--- src/rtl/crg_switch_sequencer.sv ---
// -----------------------------------------------------------------------------
// crg_switch_sequencer
//
// Control-side sequencer for the clock/reset generator. It takes one software
// clock-switch request at a time over a valid/ready handshake and walks the
// addressed channel through a safe switch:
//   gate (en low) -> dead time -> source change -> settle -> ungate
//   -> optional reset pulse -> completion pulse.
// A channel's source select only ever changes while that channel is gated.
//
// Ports
//   clk_i        reference clock (single domain)
//   arst_i       asynchronous active-high reset
//   req_valid_i  request valid
//   req_ready_o  request can be accepted (IDLE and DONE only)
//   req_ch_i     target channel index
//   req_sel_i    new source index for the target channel
//   req_rst_i    also pulse the channel's reset request during the switch
//   sel_o        per-channel source select, channel i at [i*SW +: SW]
//   en_o         per-channel clock enable
//   arst_req_o   per-channel reset request
//   busy_o       a switch sequence is in progress
//   done_o       one-cycle completion pulse
//   err_o        one-cycle pulse for a request addressing a missing channel
//
// DEAD_CYCLES, SETTLE_CYCLES and RST_CYCLES must all be at least 1.
// -----------------------------------------------------------------------------
module crg_switch_sequencer #(
    parameter int M             = 4,
    parameter int N             = 8,
    parameter int DEAD_CYCLES   = 8,
    parameter int SETTLE_CYCLES = 8,
    parameter int RST_CYCLES    = 4,
    localparam int SW = (M > 1) ? $clog2(M) : 1,
    localparam int CW = (N > 1) ? $clog2(N) : 1
) (
    input  logic              clk_i,
    input  logic              arst_i,
    input  logic              req_valid_i,
    output logic              req_ready_o,
    input  logic [CW-1:0]     req_ch_i,
    input  logic [SW-1:0]     req_sel_i,
    input  logic              req_rst_i,
    output logic [N*SW-1:0]   sel_o,
    output logic [N-1:0]      en_o,
    output logic [N-1:0]      arst_req_o,
    output logic              busy_o,
    output logic              done_o,
    output logic              err_o
);

    localparam int MAX_DS = (DEAD_CYCLES > SETTLE_CYCLES) ? DEAD_CYCLES : SETTLE_CYCLES;
    localparam int MAX_C  = (MAX_DS > RST_CYCLES) ? MAX_DS : RST_CYCLES;
    localparam int CNT_W  = $clog2(MAX_C + 1);

    localparam logic [CNT_W-1:0] CNT_ONE    = CNT_W'(1);
    localparam logic [CNT_W-1:0] CNT_DEAD   = CNT_W'(DEAD_CYCLES);
    localparam logic [CNT_W-1:0] CNT_SETTLE = CNT_W'(SETTLE_CYCLES);
    localparam logic [CNT_W-1:0] CNT_RST    = CNT_W'(RST_CYCLES);
    localparam logic [CW:0]      N_LIM      = (CW + 1)'(N);

    typedef enum logic [2:0] {
        S_IDLE,
        S_DEAD,
        S_SETTLE,
        S_RESET,
        S_DONE
    } state_t;

    // Control state (asynchronously reset)
    state_t            state_q, state_d;
    logic [CNT_W-1:0]  cnt_q, cnt_d;
    logic [N*SW-1:0]   sel_q, sel_d;
    logic [N-1:0]      en_q, en_d;
    logic [N-1:0]      arst_req_q, arst_req_d;
    logic              busy_q, busy_d;
    logic              done_q, done_d;
    logic              err_q, err_d;
    logic              ready_q, ready_d;
    // A request accepted at the previous edge, classified at acceptance time.
    logic              pend_full_q, pend_full_d;
    logic              pend_done_q, pend_done_d;
    logic              pend_err_q, pend_err_d;

    // Latched request (plain data, no reset needed)
    logic [CW-1:0]     req_ch_q, req_ch_d;
    logic [SW-1:0]     req_sel_q, req_sel_d;
    logic              req_rst_q, req_rst_d;

    logic              accept;
    logic              ch_invalid;
    logic              is_noop;
    logic [SW-1:0]     cur_sel;
    logic [N-1:0]      ch_hit;

    assign accept     = req_valid_i && ready_q;
    assign ch_invalid = ({1'b0, req_ch_i} >= N_LIM);
    assign is_noop    = !ch_invalid && (req_sel_i == cur_sel) && !req_rst_i;

    // Current source of the requested channel; loop avoids an out-of-range
    // select when the request addresses a channel that does not exist.
    always_comb begin
        cur_sel = '0;
        for (int i = 0; i < N; i++) begin
            if (req_ch_i == CW'(i)) begin
                cur_sel = sel_q[i*SW +: SW];
            end
        end
    end

    // One-hot of the latched channel; all per-channel updates go through it so
    // untouched channels simply hold.
    always_comb begin
        ch_hit = '0;
        for (int i = 0; i < N; i++) begin
            ch_hit[i] = (req_ch_q == CW'(i));
        end
    end

    always_comb begin
        req_ch_d  = accept ? req_ch_i  : req_ch_q;
        req_sel_d = accept ? req_sel_i : req_sel_q;
        req_rst_d = accept ? req_rst_i : req_rst_q;
    end

    always_comb begin
        state_d     = state_q;
        cnt_d       = cnt_q;
        sel_d       = sel_q;
        en_d        = en_q;
        arst_req_d  = arst_req_q;
        busy_d      = busy_q;
        ready_d     = ready_q;
        // No-op and invalid requests complete one edge after acceptance.
        done_d      = pend_done_q;
        err_d       = pend_err_q;
        pend_full_d = 1'b0;
        pend_done_d = 1'b0;
        pend_err_d  = 1'b0;

        case (state_q)
            S_IDLE: begin
                if (pend_full_q) begin
                    en_d       = en_q & ~ch_hit;
                    arst_req_d = (arst_req_q & ~ch_hit) | (ch_hit & {N{req_rst_q}});
                    busy_d     = 1'b1;
                    ready_d    = 1'b0;
                    cnt_d      = CNT_DEAD;
                    state_d    = S_DEAD;
                end
            end
            S_DEAD: begin
                if (cnt_q == CNT_ONE) begin
                    for (int i = 0; i < N; i++) begin
                        if (ch_hit[i]) begin
                            sel_d[i*SW +: SW] = req_sel_q;
                        end
                    end
                    cnt_d   = CNT_SETTLE;
                    state_d = S_SETTLE;
                end else begin
                    cnt_d = cnt_q - CNT_ONE;
                end
            end
            S_SETTLE: begin
                if (cnt_q == CNT_ONE) begin
                    en_d = en_q | ch_hit;
                    if (req_rst_q) begin
                        cnt_d   = CNT_RST;
                        state_d = S_RESET;
                    end else begin
                        ready_d = 1'b1;
                        state_d = S_DONE;
                    end
                end else begin
                    cnt_d = cnt_q - CNT_ONE;
                end
            end
            S_RESET: begin
                if (cnt_q == CNT_ONE) begin
                    arst_req_d = arst_req_q & ~ch_hit;
                    ready_d    = 1'b1;
                    state_d    = S_DONE;
                end else begin
                    cnt_d = cnt_q - CNT_ONE;
                end
            end
            S_DONE: begin
                // Ready is already high here, so the next request can be
                // taken on the same edge that raises done.
                done_d  = 1'b1;
                busy_d  = 1'b0;
                state_d = S_IDLE;
            end
            default: begin
                state_d = S_IDLE;
            end
        endcase

        if (accept) begin
            if (ch_invalid) begin
                pend_done_d = 1'b1;
                pend_err_d  = 1'b1;
            end else if (is_noop) begin
                pend_done_d = 1'b1;
            end else begin
                pend_full_d = 1'b1;
                ready_d     = 1'b0;
            end
        end
    end

    always_ff @(posedge clk_i or posedge arst_i) begin
        if (arst_i) begin
            state_q     <= S_IDLE;
            cnt_q       <= '0;
            sel_q       <= '0;
            en_q        <= '1;
            arst_req_q  <= '0;
            busy_q      <= 1'b0;
            done_q      <= 1'b0;
            err_q       <= 1'b0;
            ready_q     <= 1'b1;
            pend_full_q <= 1'b0;
            pend_done_q <= 1'b0;
            pend_err_q  <= 1'b0;
        end else begin
            state_q     <= state_d;
            cnt_q       <= cnt_d;
            sel_q       <= sel_d;
            en_q        <= en_d;
            arst_req_q  <= arst_req_d;
            busy_q      <= busy_d;
            done_q      <= done_d;
            err_q       <= err_d;
            ready_q     <= ready_d;
            pend_full_q <= pend_full_d;
            pend_done_q <= pend_done_d;
            pend_err_q  <= pend_err_d;
        end
    end

    always_ff @(posedge clk_i) begin
        req_ch_q  <= req_ch_d;
        req_sel_q <= req_sel_d;
        req_rst_q <= req_rst_d;
    end

    assign req_ready_o = ready_q;
    assign sel_o       = sel_q;
    assign en_o        = en_q;
    assign arst_req_o  = arst_req_q;
    assign busy_o      = busy_q;
    assign done_o      = done_q;
    assign err_o       = err_q;

endmodule

--- config.mk ---
export PLATFORM = sky130hd
export DESIGN_NAME = crg_switch_sequencer
export DESIGN_NICKNAME = d
export VERILOG_FILES = /design/src/rtl/crg_switch_sequencer.sv
export SDC_FILE = /design/constraint.sdc
export NUM_CORES = 1
export LEC_CHECK = 0
export BUFFER_PORTS_ARGS = -buffer_cell sky130_fd_sc_hd__clkbuf_2
export CORE_MARGIN = 2
export CORE_UTILIZATION = 59
export DETAILED_ROUTE_END_ITERATION = 10
export GPL_TIMING_DRIVEN = 0
export PLACE_DENSITY = 0.84
export SETUP_SLACK_MARGIN = 0.4
export SKIP_LAST_GASP = 1
export SYNTH_ARGS = -nofsm -noshare
export SYNTH_HDL_FRONTEND = slang
export SYNTH_SLANG_ARGS = --single-unit
--- constraint.sdc ---
create_clock -name clk_i -period 3.98 [get_ports clk_i]
set_input_delay 0.199 -clock clk_i [delete_from_list [all_inputs] [get_ports clk_i]]
set_output_delay 0.199 -clock clk_i [all_outputs]
set_load 0.005 [all_outputs]
==> results of run 1 <==
cell families after synthesis:
| group | after synthesis |
|---|---|
| compound gates | 28 |
| xor+xnor | 3 |
| fa+ha+maj | 2 |
| buf+inv | 17 |
| flops | 50 |
| mux | 38 |
| other cells | 1 |
| simple gates | 67 |
area by class of cell:
type | instances | area [um2] | share of cell area (%)
plain buffers | 10 | 50.0 | 1.74
clock inverters | 2 | 37.5 | 1.30
clock buffers | 6 | 72.6 | 2.52
multi-input cells | 139 | 1090 | 38.0
repair buffers | 45 | 245 | 8.51
well taps | 50 | 62.6 | 2.17
inverters | 7 | 26.3 | 0.912
flip-flops and latches | 50 | 1290 | 44.9
cells in the final DEF, fill, tap and decap left out, types with 6 or more instances in the layout:
cell type  Yosys  routed
clkbuf_2       0      43
dfrtp_1       35      35
mux2_1        33      33
nor2_1        14      14
nand2_1       13      13
dfstp_2        9       9
clkbuf_1       6       7
nor3_1         7       7
inv_1          7       6
edfxtp_1       6       6
metal layers:
| layer | part of all wire (%) | routed length, um |
|---|---|---|
| met5 | 0 | 0 |
| met4 | 2.1 | 102 |
| met3 | 4.9 | 245 |
| met2 | 49 | 2460 |
| met1 | 44 | 2170 |
power by group through the flow:
stage	combinational (mW)	clock (mW)	sequential (mW)
global placement	0.610	0	0.855
global route	0.723	0.379	0.877
detailed placement	0.643	0	0.862
finish	0.642	0.352	0.854
CTS	0.647	0.355	0.853
floorplan	0.395	0	0.846
per-stage QoR:
step | power [mW] | utilization [%] | instance area, um2 | instances | worst slack [ns]
floorplan | 1.24 | - | 2460 | 206 | 2.00
global placement | 1.46 | 68.5 | 2740 | 299 | 1.83
detailed placement | 1.50 | 69.0 | 2760 | 300 | 1.79
CTS | 1.86 | 72.0 | 2880 | 309 | 1.73
global route | 1.98 | 72.0 | 2880 | 309 | 1.62
finish | 1.85 | 72.0 | 2880 | 309 | 1.74
worst paths after layout:
kind / cells after the start / end / slack, ns
min: 1 / req_sel_q[0] / 0.09
max: 7 / flop / 1.74
max reg2reg: 7 / flop / 1.74
max in group asynchronous: 4 / async pin / 3.26
min reg2reg: 1 / done_o / 0.45
min in group asynchronous: 4 / pend_done_q / 0.44
what timing repair did:
item,4_1_cts,5_1_grt
resized for setup,0,0
hold buffers,1,0
endpoints found under the hold margin,35,0
==> summary.md, run 1 <==
| Metric | Value |
|---|---|
| Outcome | completed |
| Crit. Startpoint | cnt_q[1] |
| GRT met3 Usage | 5.03% |
| GR Util met2 | 38.6% |
| Tcrit/Tclk final | 56.3% |
| Area grow syn2layout | 17.0% |
| DRT iter0 DRCs | 92 |
| Final Skew | 0.00312 ns |
| Maximum vdd drop | 426 uV |
| Slew Limit Fails | 0 |
| # clock sinks | 50 |
| DRT Pass-1 Iters | 4 |
| Clk pwr share | around a fifth |
| Clock Tree Buf Depth | 2 |
| Pin count of the biggest net entering global routing | 45 |
| Die area | 4710 um2 |
| Via count | 1794 |
| Vias in the first global route | between 1500 and 2000 |
| Routed Antenna Nets | 0 |
| Max cap viols | 0 |
| Fin crit period | 2.24 ns |
| DP Wirelength | around 3600 um |
| Slew headroom | 41.7% |
| Total gr overflow | 0 |
| Remaining DRCs | 0 |
| CP required | 4.17 ns |
| Die X | 68.6 um |
| P_sw | roughly 0.63 mW |
| Cell taking the most area after synthesis | dfrtp_1 |
| Final Hold Fails | 0 |
| Port bufs | between 40 and 50 |
| Internal power | 1.22 mW |
| Row cnt | 23 |
| CP cell instances | inv_1, ha_1, nor3b_4, nand3_1, a21o_1, nor4b_2, mux2_1 |
| Syn Std Cell Area | about 2500 um2 |
| Hold Path Origin | req_sel_i[0] |
| Yosys synthesis warning count | 0 |
| Switching share of power | between 30% and 40% |
| Worst-path clk slew | 0.09 ns |
| Core footprint | 4000 um2 |
| Initial antenna violation count | 0 |
| Share of cells above drive strength 1 | roughly 28% |
| Reg power frac | 46.2% |
| First-pass GRT wire length | 8320 um |
| Via density | slightly below 6 |
| Antenna diodes | 0 |
| Final setup viols | 0 |
| Simple-gate portion of the synthesized area | 16.3% |
| Seq/Total Area, Yosys | 52.5% |
| Comb power frac | about a third |
| Top-count cell post-synth | dfrtp_1 |
| TritonCTS clock tree | built |
| TNS Setup | 0 ns |
| Die Y | 68.6 um |
| Maximum fanout along the worst path | 9 |
| Post-synthesis register bit count | 50 |
| CP startpoint kind | flop |
| Worst-Margin Slew | 0.870 ns |
| Number of CTS-inserted buffers | 5 |
| Starting Density | 61.6% |
| Synth cell count leaders | dfrtp_1 (35), mux2_1 (33), nor2_1 (14) |
| Routed WL | 4970 um |
| Adder-Cell Fraction of Synth Area | 1.02% |
| Main synth FF type | dfrtp_1 |
| LEAKAGE | 1.35 nW |
| Main combinational cell family by area after synthesis | multiplexers |
| Crit path DAT | 2.43 ns |
| Synth Area in Compound Gates | 8.23% |
| Synth cell types | between 40 and 50 |
| RSZ-0062 raised after global routing | false |
| Endpoint class of the critical path | flop |
| Yosys top cell area share | 35.6% |
| Hold Crit Class | in2reg |
| Synthesized net count | 217 |
| R2r startpoint | cnt_q[1] |
| Met1 Use GR | 33.5% |
| CP bufs+invs | 1 |
| Top post-synthesis cells by area | dfrtp_1 (36%), mux2_1 (15%), dfstp_2 (9.6%) |
| Nets | 269 |
| Worst hold slack | slightly above 0.09 ns |
| Clk_lat worst skew | 0.30 ns |
| Slowest stage cell on the critical path | dfrtp_1 |
| CP delay by family, top | simple AND/OR/NAND/NOR gates |
| Power Density | 642 nW/um2 |
| Avg Inst Size Synth | 12.0 um2 |
| I/O pins | 45 |
| WL/cell | 16.1 um |
| Routability cong. | 0.847 |
| Post-CTS setup buffers | 0 |
| # H-tree levels | 2 |
| Layer with the highest usage | met2 |
| Cell count after synthesis | between 200 and 250 |
| Xor/xnor cell area share of the yosys netlist | 1.07% |
| Fill count | 291 |
| CTS root buffer | clkbuf_8 |
| Multiplexer share of the synthesized area | 17.6% |
| GRT Resource Usage Total | 24.5% |
| FFs w/ async S/R, synth | between 80% and 90% |
| Max incr delay on CP | ~0.38 ns |
| Post-synth EDFFs | 6 |
| Fmax | 446 MHz |
| Crit Path Class | reg2reg |
Power figures use the tool's default switching activity.
==> run 2: changes to the inputs <==
ABC_AREA = 1   (was default)
CORE_UTILIZATION = 55   (was 59)
PLACE_DENSITY = 0.79   (was 0.84)
clock period = 2.3 ns   (was 3.98 ns; I/O delays follow)
==> run 2 against run 1 <==
Compared with the run above:
- the flow now finishes with violations (hold timing)
- critical path depth increased by 2
- sequential power grew 79%
- utilization shrank 4.9 points
- non-clock buffer count is 7 lower
- final cell count is 15% higher
- count of clock-buffer cells in the layout fell by 1
- synthesized cell count is 23% higher
- via count rose by 11%
- sequential share of layout area increased by 2.3 points
- power increased by 78%
- final area decreased by 4.8%
- fmax increased by 31%
==> summary.md, run 2 <==
| Metric | Value |
|---|---|
| Port bufs | 43 (unchanged) |
| Routability cong. | 0.818 (-3.5%) |
| Fill count | 339 (+16%) |
| CTS root buffer | clkbuf_8 |
| Clk_lat worst skew | 0.31 ns (about the same) |
| Routed WL | 5200 um (+4.5%) |
| Initial antenna violation count | 0 (unchanged) |
| Nets | 315 (+17%) |
| Number of CTS-inserted buffers | 5 (unchanged) |
| Syn Std Cell Area | 2380 um2 (-3.4%) |
| Met3 WL post-DR | 252 um (+2.9%) |
| Row cnt | 23 (unchanged) |
| Failing checks | hold timing |
| Internal power | 2.02 mW (+65%) |
| Cell count after synthesis | 254 (+23%) |
| Main synth FF type | dfrtp_1 |
| Post-synthesis register bit count | 50 (unchanged) |
| Area grow syn2layout | 15.3% |
| TNS Setup | 0 ns (unchanged) |
| Outcome | complete, but fails checks |
| Tcrit/Tclk final | 74.2% (+18 points) |
| Remaining DRCs | 0 (unchanged) |
| Share of cells above drive strength 1 | 28.2% (+0.40 points) |
| Antenna diodes | 0 (unchanged) |
| Synth cell types | 34 (-28%) |
| Final setup viols | 0 (unchanged) |
| # H-tree levels | 2 (unchanged) |
| Met1 Routed Length | 2310 um (+6.4%) |
| Final Skew | 0.00650 ns (+0.00338 ns) |
| Cts repair resizes | 0 (unchanged) |
| Most frequent cells in the layout | nand2_1 (44), clkbuf_2 (43), dfrtp_1 (35), a21oi_1 (23), o21ai_0 (22) |
| Avg Inst Size Synth | 9.36 um2 (-22%) |
| Slew headroom | 39.4% (-2.3 points) |
| Power Total | 3.29 mW (+78%) |
| Clock Tree Buf Depth | 2 (unchanged) |
| Worst hold slack | -0.0188 ns (-0.112 ns) |
| Yosys top cell area share | 36.8% (+1.3 points) |
| Final Hold Fails | 35 (+35) |
| Core footprint | 4090 um2 (+2.2%) |
| Post-CTS Hold Fix Bufs | 0 (-1) |
| Slew Limit Fails | 0 (unchanged) |
| Clk pwr share | 15.5% (-3.6 points) |
| P_sw | 1.27 mW (+100%) |
| Via count | 1987 (+11%) |
| Top post-synthesis cells by area | dfrtp_1 (37%), dfstp_2 (9.9%), edfxtp_1 (7.6%) |
| Die X | 69.8 um (+1.7%) |
| Worst-path clk slew | 0.09 ns (about the same) |
| Most common cell after layout, fill and taps aside | nand2_1 |
| Cell taking the most area after synthesis | dfrtp_1 |
| FFs w/ async S/R, synth | 88.0% (unchanged) |
| WL/cell | 14.6 um (-9.0%) |
| I/O pins | 45 (unchanged) |
| First-pass GRT wire length | 8990 um (+8.0%) |
| Via density | 5.60 (-3.6%) |
| Post-CTS setup buffers | 0 (unchanged) |
| Maximum vdd drop | 568 uV (+33%) |
| Vias in the first global route | 1963 (+15%) |
| RSZ-0062 raised after global routing | false |
| GRT Resource Usage Total | 23.1% (-1.4 points) |
| LEAKAGE | 1.30 nW (-3.5%) |
| Routed Antenna Nets | 0 (unchanged) |
| Crit Path Class | reg2reg |
| Post-synth EDFFs | 6 (unchanged) |
| DRT iter0 DRCs | 104 (+13%) |
| Final instance area | 2740 um2 (-4.8%) |
| Reg power frac | 46.5% (+0.3 points) |
| Die Y | 69.8 um (+1.7%) |
| CP startpoint kind | flop |
| Switching share of power | 38.6% (+4.6 points) |
| TritonCTS clock tree | built |
| DP Wirelength | 3840 um (+5.8%) |
| Comb power frac | 38.0% (+3.3 points) |
| Power Density | 1200 nW/um2 (+87%) |
| Hold Crit Class | in2async |
| Synth cell count leaders | nand2_1 (44), dfrtp_1 (35), a21oi_1 (23) |
| Max cap viols | 0 (unchanged) |
| Met2 wire len | 2550 um (+3.9%) |
| Seq/Total Area, Yosys | 54.3% (+1.8 points) |
| Worst-Margin Slew | 0.907 ns (+0.0372 ns) |
| Fmax | 586 MHz (+31%) |
| Endpoint class of the critical path | flop |
| Starting Density | 58.2% (-3.4 points) |
| # clock sinks | 50 (unchanged) |
| Synthesized net count | 265 (+22%) |
| Fin crit period | 1.71 ns (-0.533 ns) |
| Post-place instance area | 2660 um2 (-3.8%) |
| Total gr overflow | 0 (unchanged) |
| Yosys synthesis warning count | 0 (unchanged) |
| Maximum fanout along the worst path | 10 (+1) |
| Die area | 4870 um2 (+3.4%) |
| Top-count cell post-synth | nand2_1 |
| DRT Pass-1 Iters | 4 (unchanged) |
| Crit path DAT | 1.93 ns (-0.50 ns) |
| CP required | 2.53 ns (-1.64 ns) |
| Pin count of the biggest net entering global routing | 45 (unchanged) |
| DR top layer | met4 |
run 2: changes by cell type after synthesis, moves of 6 or more:
cell / delta
nand4_1: +7
mux2_1: -33
inv_1: +14
a21oi_1: +18
inv_2: +6
o21ai_0: +19
clkbuf_1: -6
a31oi_1: +14
nand2_1: +31
run 2: final timing paths:
kind | cells past startpoint | slack (ns) | endpoint | start
min in group clk_i | 1 | 0.01 | req_rst_q | req_rst_i
setup reg to reg | 9 | 0.59 | flop | cnt_q[1]
max in group asynchronous | 2 | 1.76 | async pin | arst_i
hold reg to reg | 1 | 0.46 | done_o | pend_done_q
hold / removal | 2 | -0.02 | sel_o[10] | arst_i
setup / recovery | 9 | 0.59 | flop | cnt_q[1]
run 2: final cells by class:
type / instances / area, um2 / share of cell area [%]
Sequential cell: 50 / 1290 / 47.1
Multi-Input combinational cell: 172 / 932 / 34.0
Timing Repair Buffer: 43 / 215 / 7.85
Inverter: 27 / 101 / 3.70
Clock buffer: 5 / 68.8 / 2.51
Tap cell: 50 / 62.6 / 2.28
Buffer: 5 / 52.6 / 1.92
Clock inverter: 3 / 16.3 / 0.593
run 2: cells by family (layout without fill, tap and decap cells):
kind of cell / Yosys count / in the layout / share of synthesized area (%)
xor gates and xnor gates: 2 / 2 / 0.737
adders and majority gates: 2 / 2 / 1.05
DFF: 50 / 50 / 54.3
other: 1 / 1 / 0.158
muxes: 1 / 1 / 0.421
and+or+nand+nor: 101 / 101 / 21.7
buffers and inverters: 32 / 83 / 6.47
AOI/OAI and AO/OA: 65 / 65 / 15.2
run 2: power by group through the flow:
stage | combinational (mW) | clock (mW) | sequential [mW]
floorplan | 0.785 | 0 | 1.52
global placement | 1.20 | 0 | 1.53
detailed placement | 1.25 | 0 | 1.54
CTS | 1.26 | 0.512 | 1.52
global route | 1.42 | 0.546 | 1.57
finish | 1.25 | 0.509 | 1.53
run 2: routing by layer:
metal | vias up | global-route usage (%)
met3 | 8 | 4.94
met5 | - | 0
met4 | 0 | 9.40
li1 | 971 | -
met1 | 951 | 30.0
met2 | 57 | 37.9
run 2: worst max-delay path, stage by stage (launching register included):
cell and delay [ns]:
dfrtp_1 0.37, inv_1 0.11, ha_1 0.18, nand3_2 0.16, inv_1 0.17, nand2_1 0.08, nand2_2 0.15, buf_6 0.16
a21oi_1 0.06, a31oi_1 0.18
run 2: per-stage QoR:
step	std cells	hold WS (ns)	setup WS, ns	util, %
detailed placement	347	0.322	0.597	65.0
global placement	347	0.326	0.640	65.0
finish	355	-0.0188	0.592	67.1
global route	355	0.00449	0.406	67.1
floorplan	254	0.214	0.812	-
CTS	355	0.00254	0.576	67.1
==> run 3: changes to the inputs <==
CORE_UTILIZATION = 49   (was 55)
PLACE_DENSITY = 0.75   (was 0.79)
clock period = 1.46 ns   (was 2.3 ns; I/O delays follow)
==> run 3 against run 2 <==
Compared with the run above:
- the run ends with hold timing, setup timing left
- critical path depth decreased by 1
- utilization increased by 11 points
- combinational power increased to 2.6 times the previous value
- hold slack got worse by 0.058 ns
- non-clock buffer count increased by 49
- sequential share of layout area decreased by 12 points
- register-to-register slack got worse by 0.86 ns
- wire length increased by 44%
- highest routed layer unchanged
==> summary.md, run 3 (synthesis gave the netlist of run 2 again) <==
| Metric | Value |
|---|---|
| Initial antenna violation count | 0 (unchanged) |
| Die area | 5430 um2 (+12%) |
| PnR worst setup slack | -0.267 ns (-0.860 ns) |
| RSZ-0062 raised after global routing | true |
| GRT Resource Usage Total | 23.4% (+0.23 points) |
| DRT Pass-1 Iters | 5 (+1) |
| CP required | 1.63 ns (-0.90 ns) |
| Core footprint | 4690 um2 (+15%) |
| Slowest stage cell on the critical path | dfrtp_1 |
| # clock sinks | 50 (unchanged) |
| Worst hold slack | -0.0768 ns (-0.0580 ns) |
| Starting Density | 50.7% (-7.5 points) |
| CP cell instances | inv_2, ha_4, nand3_4, nor4_4, buf_6, nand2_4, nand2_1, o21ai_0 |
| Routed Antenna Nets | 0 (unchanged) |
| Routed WL | 7480 um (+44%) |
| Clk pwr share | 15.8% (+0.3 points) |
| Worst-path clk slew | 0.11 ns (+0.02 ns) |
| Comb power frac | 47.5% (+9.5 points) |
| Post-Place Cells | 351 (+1.2%) |
| Failing checks | hold timing, setup timing |
| Fin crit period | 1.73 ns (+0.0195 ns) |
| Post-Route Utilization | 78.4% (+11 points) |
| Hold Crit Class | in2async |
| WL/cell | 18.3 um (+25%) |
| Total gr overflow | 0 (unchanged) |
| Maximum vdd drop | 1050 uV (+84%) |
| Switching share of power | 40.2% (+1.6 points) |
| Final Hold Fails | 35 (unchanged) |
| Port bufs | 43 (unchanged) |
| Clock Tree Buf Depth | 2 (unchanged) |
| Number of CTS-inserted buffers | 5 (unchanged) |
| DP Wirelength | 3650 um (-5.0%) |
| Pin count of the biggest net entering global routing | 45 (unchanged) |
| Reg power frac | 36.8% (-9.7 points) |
| # H-tree levels | 2 (unchanged) |
| Endpoint class of the critical path | flop |
| Slew headroom | 36.9% (-2.6 points) |
| Row cnt | 25 (+8.7%) |
| Vias in the first global route | 2016 (+2.7%) |
| Power Density | 1830 nW/um2 (+53%) |
| Routability cong. | 0.889 (+8.7%) |
| Most common cell after layout, fill and taps aside | clkbuf_2 |
| CP startpoint kind | flop |
| LEAKAGE | 1.74 nW (+34%) |
| Post-route insts no fill | 408 (+15%) |
| First-pass GRT wire length | 9620 um (+7.0%) |
| Internal power | 4.02 mW (+100%) |
| CP bufs+invs | 2 (-1) |
| Tcrit/Tclk final | 118% (+44 points) |
| Nets | 364 (+16%) |
| Via density | 5.81 (+3.9%) |
| Max incr delay on CP | 0.39 ns (+0.02 ns) |
| Fill count | 277 (-18%) |
| Via count | 2372 (+19%) |
| Multi-input logic area | 1360 um2 (+46%) |
| Power Total | 6.73 mW (+100%) |
| Area grow syn2layout | 54.7% |
| I/O pins | 45 (unchanged) |
| Clk_lat worst skew | 0.32 ns (about the same) |
| Setup Slack @ Placement | -0.126 ns (-0.722 ns) |
| Fmax | 579 MHz (-1.1%) |
| Antenna diodes | 0 (unchanged) |
| Crit path DAT | 1.90 ns (-0.03 ns) |
| Final setup viols | 32 (+32) |
| TritonCTS clock tree | built |
| Die Y | 73.7 um (+5.6%) |
| Slew Limit Fails | 0 (unchanged) |
| Final Skew | 0.0180 ns (+0.0115 ns) |
| DRT iter0 DRCs | 242 (+130%) |
| Die X | 73.7 um (+5.6%) |
| Sequential cell area | 1290 um2 (+0.19%) |
| Max cap viols | 0 (unchanged) |
| Worst-Margin Slew | 0.945 ns (+0.0377 ns) |
| CTS root buffer | clkbuf_8 |
| Remaining DRCs | 0 (unchanged) |
| Share of cells above drive strength 1 | 56.5% (+28 points) |
| CP delay by family, top | simple AND/OR/NAND/NOR gates |
| Outcome | complete, but fails checks |
| Crit Path Class | reg2reg |
| P_sw | 2.70 mW (+110%) |
| Most frequent cells in the layout | clkbuf_2 (42), dfrtp_1 (33), buf_4 (32), nand2_1 (21), buf_6 (17) |
| Maximum fanout along the worst path | 8 (-2) |
run 3: final cells by class:
| class | count | share of cell area (%) |
|---|---|---|
| inverters | 27 | 3.30 |
| multi-input cells | 172 | 37.0 |
| well taps | 54 | 1.84 |
| clock inverters | 1 | 0.238 |
| repair buffers | 92 | 17.8 |
| flip-flops and latches | 50 | 35.2 |
| clock buffers | 7 | 3.23 |
| plain buffers | 5 | 1.43 |
run 3: power groups by stage:
stage	Combinational, mW	Sequential [mW]	Clock, mW
floorplan	1.32	2.42	0
global placement	1.97	2.43	0
detailed placement	2.04	2.45	0
CTS	2.53	2.41	1.03
global route	3.43	2.52	1.12
finish	3.19	2.47	1.06
run 3: path summary, 6_finish.rpt:
path                        startpoint           to  slack [ns]  cells past startpoint
setup reg to reg              cnt_q[1]     sel_o[5]       -0.27                      8
max in group asynchronous       arst_i   state_q[0]        0.97                      2
hold reg to reg            pend_done_q       done_o        0.45                      1
hold / removal                  arst_i    sel_o[11]       -0.08                      2
setup / recovery              cnt_q[1]     sel_o[5]       -0.27                      8
min in group clk_i         req_valid_i  pend_full_q        0.02                      3
run 3: through the flow:
step	TNS (ns)	hold WS (ns)	instance area, um2
after floorplan	0	0.0739	2440
after global placement	-1.09	0.280	2720
after detailed placement	-1.90	0.275	2720
after CTS	-1.49	-0.0341	3210
after global routing	-6.78	0.0116	3680
final	-4.11	-0.0768	3680
run 3: repair_timing:
item | 4_1_cts | 5_1_grt
endpoints found under the setup margin | 48 | 54
gates resized for setup | 36 | 81
endpoints found under the hold margin | 39 | 0
pin swaps | 13 | 33
hold buffers | 4 | 0
setup buffers | 23 | 21
gates cloned | 1 | 0
run 3: per-layer routing:
layer | part of all wire, % | routed length, um | track usage [%]
met3 | 5.9 | 442 | 4.53
met1 | 40 | 2990 | 31.0
met4 | 2.9 | 220 | 9.70
met5 | 0 | 0 | 0
met2 | 51 | 3830 | 37.6
